--- src/rtl/tube_write_sched.sv ---
// ---------------------------------------------------------------------------
// tube_write_sched
//
// Write scheduler and scan-tick source for the 8-digit seven-segment tube.
// It arbitrates round-robin between two 32-bit display requesters. Each
// accepted word goes out as two half-word write beats, high half first.
// The block also produces the free-running digit-advance scan tick. It is
// the only driver of the tube's write enable and data inputs.
//
// Parameters
//   CPU_WIDTH  tube write beat width; a display word is 2*CPU_WIDTH bits
//   SCAN_DIV   scan tick period in clk cycles (>= 2)
//
// Ports
//   clk, rst               system clock; asynchronous active-high reset
//   req0_valid/data/ready  CPU bus requester (port 0)
//   req1_valid/data/ready  debug/monitor requester (port 1)
//   tube_we, tube_num      write beat strobe and data to the tube datapath
//   scan_tick              one-cycle digit-advance pulse
//   busy                   high while a word is being sequenced
//
// Optional feature
//   TUBE_SCHED_DEDUP_EN    when defined, a transferred word equal to the
//                          last written word is accepted but not rewritten
// ---------------------------------------------------------------------------
module tube_write_sched #(
   parameter int CPU_WIDTH = 16,
   parameter int SCAN_DIV  = 50000
) (
   input  logic                   clk,
   input  logic                   rst,
   input  logic                   req0_valid,
   input  logic [2*CPU_WIDTH-1:0] req0_data,
   output logic                   req0_ready,
   input  logic                   req1_valid,
   input  logic [2*CPU_WIDTH-1:0] req1_data,
   output logic                   req1_ready,
   output logic                   tube_we,
   output logic [CPU_WIDTH-1:0]   tube_num,
   output logic                   scan_tick,
   output logic                   busy
);

   localparam int                SCAN_W    = (SCAN_DIV > 1) ? $clog2(SCAN_DIV) : 1;
   localparam logic [SCAN_W-1:0] SCAN_LAST = SCAN_W'(SCAN_DIV - 1);

   typedef enum logic [1:0] {
      IDLE = 2'd0,
      HI   = 2'd1,
      LO   = 2'd2
   } state_t;

   state_t                 state_q;
   state_t                 state_d;
   logic [2*CPU_WIDTH-1:0] word_q;
   logic                   last_grant_q;
   logic [SCAN_W-1:0]      scan_cnt_q;

   logic                   grant_sel;
   logic                   xfer;
   logic                   skip_word;
   logic [2*CPU_WIDTH-1:0] grant_data;

   // Round-robin choice: a lone valid wins outright. On a tie the port that
   // did not win last time is chosen.
   always_comb begin
      grant_sel = req1_valid;
      if (req0_valid && req1_valid) begin
         grant_sel = ~last_grant_q;
      end
   end

   assign grant_data = grant_sel ? req1_data : req0_data;

   // Ready is only offered from IDLE. It is held low during reset so that a
   // requester waiting through reset is not seen as accepted.
   assign xfer       = (state_q == IDLE) && (req0_valid || req1_valid) && !rst;
   assign req0_ready = xfer && !grant_sel;
   assign req1_ready = xfer &&  grant_sel;

`ifdef TUBE_SCHED_DEDUP_EN
   logic [2*CPU_WIDTH-1:0] last_word_q;
   logic                   last_vld_q;

   // A word identical to the one last written is acknowledged but not
   // rewritten, which saves two beats of tube bandwidth.
   assign skip_word = last_vld_q && (grant_data == last_word_q);

   // Remember the most recent word that was actually sequenced.
   always_ff @(posedge clk or posedge rst) begin
      if (rst) begin
         last_word_q <= '0;
         last_vld_q  <= 1'b0;
      end else if (xfer && !skip_word) begin
         last_word_q <= grant_data;
         last_vld_q  <= 1'b1;
      end
   end
`else
   assign skip_word = 1'b0;
`endif

   // State register. The asynchronous reset drops tube_we at once, even
   // mid-sequence. The tube's beat-pairing flag shares this reset.
   always_ff @(posedge clk or posedge rst) begin
      if (rst) begin
         state_q <= IDLE;
      end else begin
         state_q <= state_d;
      end
   end

   // Capture the granted word and remember who won, on transfers only.
   always_ff @(posedge clk or posedge rst) begin
      if (rst) begin
         word_q       <= '0;
         last_grant_q <= 1'b1;
      end else if (xfer) begin
         word_q       <= grant_data;
         last_grant_q <= grant_sel;
      end
   end

   // Next state and beat decode. tube_we and tube_num depend only on
   // registered state, never on the request inputs.
   always_comb begin
      state_d  = state_q;
      tube_we  = 1'b0;
      tube_num = '0;
      case (state_q)
         IDLE: begin
            if (xfer && !skip_word) begin
               state_d = HI;
            end
         end
         HI: begin
            tube_we  = 1'b1;
            tube_num = word_q[2*CPU_WIDTH-1:CPU_WIDTH];
            state_d  = LO;
         end
         LO: begin
            tube_we  = 1'b1;
            tube_num = word_q[CPU_WIDTH-1:0];
            state_d  = IDLE;
         end
         default: begin
            state_d = IDLE;
         end
      endcase
   end

   assign busy = (state_q != IDLE);

   // Free-running scan divider. It is independent of the write sequencer.
   always_ff @(posedge clk or posedge rst) begin
      if (rst) begin
         scan_cnt_q <= '0;
      end else if (scan_cnt_q == SCAN_LAST) begin
         scan_cnt_q <= '0;
      end else begin
         scan_cnt_q <= scan_cnt_q + SCAN_W'(1);
      end
   end

   assign scan_tick = (scan_cnt_q == SCAN_LAST);

endmodule

--- config.mk ---
export PLATFORM = sky130hd
export DESIGN_NAME = tube_write_sched
export DESIGN_NICKNAME = d
export VERILOG_FILES = /design/src/rtl/tube_write_sched.sv
export SDC_FILE = /design/constraint.sdc
export NUM_CORES = 1
export LEC_CHECK = 0
export CORE_ASPECT_RATIO = 1.5
export CORE_MARGIN = 2
export CORE_UTILIZATION = 40
export CTS_BUF_LIST = sky130_fd_sc_hd__clkbuf_4 sky130_fd_sc_hd__clkbuf_8 sky130_fd_sc_hd__clkbuf_16
export DETAILED_ROUTE_END_ITERATION = 12
export PLACE_DENSITY = 0.69
export SYNTH_ARGS = -nofsm -noshare
export SYNTH_HDL_FRONTEND = slang
export SYNTH_SLANG_ARGS = --single-unit
--- constraint.sdc ---
create_clock -name clk -period 1.86 [get_ports clk]
set_input_delay 0.372 -clock clk [delete_from_list [all_inputs] [get_ports clk]]
set_output_delay 0.372 -clock clk [all_outputs]
set_load 0.01 [all_outputs]
* After elaboration in Yosys (flattened, before gate mapping)
Index checks and enable logic that the tools add are counted.
** Storage, ports and cells
- Word-level logic and storage cells :: 28
- Flip-flop bits (word level) :: 51
** Operators by class
- $add $sub $neg :: 1
- Eq/ne operators :: 4
- Reduce and logical (&&, ||, !) cells :: 11
- Multiplexer cells :: 7
- Bitwise operators :: 1
** Operators with widths (count)
- 32-bit two-way mux :: 1
- 16-bit one-hot mux with 2 select lines :: 1
- 16-bit by 1-bit adder with 16-bit output (second input constant) :: 1
- 16-bit equality test (second input constant) :: 1
- 16-bit two-way mux :: 1
- 1-bit logical AND :: 5
- 2-bit one-hot mux with 2 select lines :: 1
- 2-bit by 1-bit equality test with 1-bit output (second input constant) :: 1
- 2-bit equality test (second input constant) :: 1
- 1-bit zero test :: 2
- 2-bit zero test :: 1
- 1-bit two-way mux :: 2
- 2-bit two-way mux :: 1
- 2-bit != test (second input constant) :: 1
- 2-bit nonzero test :: 1
- 2-bit OR reduction :: 1
- 1-bit logical OR :: 1
- 1-bit NOT :: 1

* Depth between registers and ports, before layout
- Depth in word-level cells :: 5
- Depth in mapped cells :: 8
- Mapped depth without buffers :: 6

* Worst setup path after synthesis
OpenSTA, ideal clock, no wires.
- Path type :: flip-flop to output port
- Start point :: register state_q[0]
- End point :: output tube_num[11]
- Cell stages (with the launch flop) :: 7
- Arrival :: 1446 ps
- Buffers on the path :: 2
- Setup slack :: 42 ps
- Required time :: 1488 ps
- Cell sequence :: dfrtp_1 -> inv_1 -> ha_1 -> clkbuf_1 -> clkbuf_1 -> a22oi_1 -> nor2b_1
** Between the ends
- Longest elaborated chain between the ends :: 2
- Elaborated cells on any way between the ends :: 3
** Ends and longest elaborated chain
- from (decl) :: line 53 : state_t state_q;
- from (signal assigned) :: line 109 : state_q <= state_d;
- 2-bit equality test / 2-bit by 1-bit equality test with 1-bit output (equally long branches) :: line 130 : case (state_q)
- 16-bit one-hot mux with 2 select lines * :: line 130
- to (decl) :: line 39 : output logic [CPU_WIDTH-1:0] tube_num,
Mark *: on every way between the ends. The rest lies on a longest branch, timed or not.

* Final worst setup path
- Start point :: register state_q[1]
- End point :: output tube_num[7]
The elaborated chain is that of the path after synthesis.

==> flow_metrics.tcl <==
set metrics [dict create \
    cts-buffers-inserted 5 \
    yosys_top_cell_by_area "dfrtp_1" \
    antenna_cells 0 \
    htree_levels 2 \
    r2r_setup_slack_ns 0.16 \
    power.total_mw 4.64 \
    tightestPinTransition_ns 0.373 \
    drv.max_cap_violation_count 0 \
    ys_types 27 \
    numClockSinks 51 \
    worst_ir_drop_vdd_mv 0.596 \
    synth_most_common_cell "nand2_1" \
    ff2ff_path_depth 7 \
    critPathLaunchType "flip-flop" \
    die_width_um 69.4 \
    leading_cell_types_by_count_after_synthesis "nand2_1 (70), dfrtp_1 (50), a22oi_1 (48), nor2b_1 (18), nor2_1 (14)" \
    drcViolationCount 0 \
    clkSlewWorstSetupHoldPaths_ns 0.09 \
    power.density_nw_per_um2 1170 \
    placement_rows 35 \
    syn-instance-count 267 \
    skew_ns 0.0117 \
    track_usage_pct 20.5 \
    drive_gt1_share_pct 26.8 \
    period_share_pct 102 \
    cts_tree "done" \
    synth-async-reset-ratio_pct 100 \
    min_path_type "in -> async" \
    violated_checks "negative setup slack" \
    worstPathRequired_ns 1.49 \
    maxClockFrequency_ghz 0.526 \
    maxSlewHeadroom_pct 75.1 \
    final.setup.worst_slack_ns -0.0410 \
    criticalPathCategory "reg -> out" \
    nNetsFinal 461 \
    dpl.hpwl_um 5030 \
    detail_route.iter0.violations 179 \
    critPathMaxFanout 9 \
    post-synth-top-area-fraction_pct 48.8 \
    global_route.overflow_total 0 \
    route.vias.total 2415 \
    grt_pass1_vias 2480 \
    synthesis.nets 341 \
    run_status "finished with violations" \
    place_congestion 0.882 \
    vias_per_cell 5.23 \
    synth_area_um2 2560 \
    grt_max_degree 34 \
    layout-area-overhead-vs-synth_pct 54.9 \
    hold_buffers_post_cts 0 \
    start_util_pct 41.5 \
    crit_arrival_ns 1.53 \
    yosys-top-cells-area "dfrtp_1 (49%), a22oi_1 (14%), nand2_1 (10%), nor2b_1 (4.4%), ha_1 (2.9%)" \
    antenna_violations_before_repair 0 \
    grt_pass1_wl_um 11700 \
    num_io_pins 89 \
    floorplan.die.height_um 102 \
    syn-mean-instance-area_um2 9.60 \
    clkLatencyLatePin_ns 0.31 \
    p_leak_nw 1.87 \
    reg2reg_to "word_q[9]" \
    port-buffer-count 88 \
    hold_viol_final 0 \
    postRouteAntennaNets 0 \
    ctsRootBufferMaster "clkbuf_8" \
    post_drt_wl_per_cell_um 14.6 \
    drt_pass1_iterations 4 \
    final.min_clock_period_ns 1.90 \
    final-max-slew-violation-count 0 \
    synth_warnings 0 \
    ys_seq_area_share_pct 49.9 \
    synth_top_flop_cell "dfrtp_1" \
    critical_path.reg2reg.startpoint "state_q[0]" \
    post_synth_edffs 0 \
    rsz0062_at_grt "yes" \
    finalWirelength_um 6750 \
    cts-root-to-sink-buffers 2 \
    cp-end-kind "output port" \
    floorplan.core_area_um2 6170 \
    synth-seq-cells 51 \
    dieArea_um2 7080 \
    preCtsSetupSlack_ns -0.455 \
    setup_viol 10 \
]
==> sequential cells by signal (all words and copies together), names as in the netlist <==
| signal | count |
|---|---|
| word_q | 32 |
| scan_cnt_q | 16 |
| state_q | 2 |
| last_grant_q | 1 |
==> repair_timing <==
action / CTS / global route
buffers inserted: 3 / 1
endpoints found under the setup margin: 21 / 30
pin swaps: 4 / 5
gates resized for setup: 111 / 12
gates cloned: 0 / 0
==> worst max path at each step <==
stage                               from           end  slack [ns]
final                         state_q[1]   tube_num[7]       -0.04
after global routing          state_q[1]  tube_num[15]       -0.14
after CTS                 scan_cnt_q[12]     scan_tick        -0.1
after detailed placement      req0_valid    req0_ready       -0.45
after global placement        req0_valid    req0_ready       -0.44
after floorplan               state_q[0]  tube_num[11]        0.04
==> stage by stage <==
| step | util, % | instances | hold slack, ns | TNS [ns] | cell area [um^2] |
|---|---|---|---|---|---|
| 3_3_place_gp | 61.1 | 451 | 0.449 | -7.70 | 3770 |
| 4_1_cts | 63.7 | 462 | 0.477 | -0.415 | 3930 |
| 2_1_floorplan | - | 267 | 0.439 | 0 | 2560 |
| 5_1_grt | 64.3 | 462 | 0.301 | -1.58 | 3970 |
| 3_5_place_dp | 61.1 | 451 | 0.459 | -9.06 | 3770 |
| 6_report | 64.3 | 462 | 0.282 | -0.208 | 3970 |
==> power by group <==
group | total [mW] | switching [mW] | internal [mW]
logic | 2.26 | 1.07 | 1.19
registers | 1.75 | 0.267 | 1.48
clock network | 0.626 | 0.364 | 0.262
total | 4.64 | 1.70 | 2.94
==> area by class of cell <==
| type | count | area (um^2) |
|---|---|---|
| Inverter | 6 | 25.0 |
| Multi-Input combinational cell | 195 | 1330 |
| Fill cell | 525 | 2210 |
| Timing Repair Buffer | 128 | 1150 |
| Clock buffer | 5 | 68.8 |
| Clock inverter | 3 | 20.0 |
| Sequential cell | 51 | 1280 |
| Tap cell | 74 | 92.6 |
==> critical path, stage by stage, from the launching register on <==
cell	delay [ns]
dfrtp_1	0.41
inv_2	0.10
buf_6	0.10
ha_4	0.14
buf_12	0.13
a22oi_2	0.05
nor2b_1	0.15
buf_2	0.15
==> kinds of logic after synthesis <==
family / count (synthesis) / share of synthesized area (%)
AO/OA/AOI/OAI: 54 / 16.4
XOR/XNOR: 13 / 4.44
adder cells (fa/ha/maj): 6 / 2.93
buffers and inverters: 21 / 4.05
flip-flops: 51 / 49.9
multiplexers: 2 / 0.879
AND/OR/NAND/NOR: 120 / 21.5
==> metal layers <==
metal  wire length, um  track usage, %
met3               267            3.55
met4                98            6.64
met2              3530            36.8
met5                 0               0
met1              2860            25.0
==> cell usage in the layout (no fill, tap or decap), types with 4 or more instances in the layout <==
master           count
a22oi_1             32
a22oi_2             16
buf_2               18
buf_4               31
buf_6                7
clkbuf_8             5
clkdlybuf4s50_1     64
dfrtp_1             50
nand2_1             69
nand4_1              4
nor2_1              14
nor2b_1             16
xnor2_1              7
xor2_1               6
No activity file was read; power rests on OpenSTA's default activity.
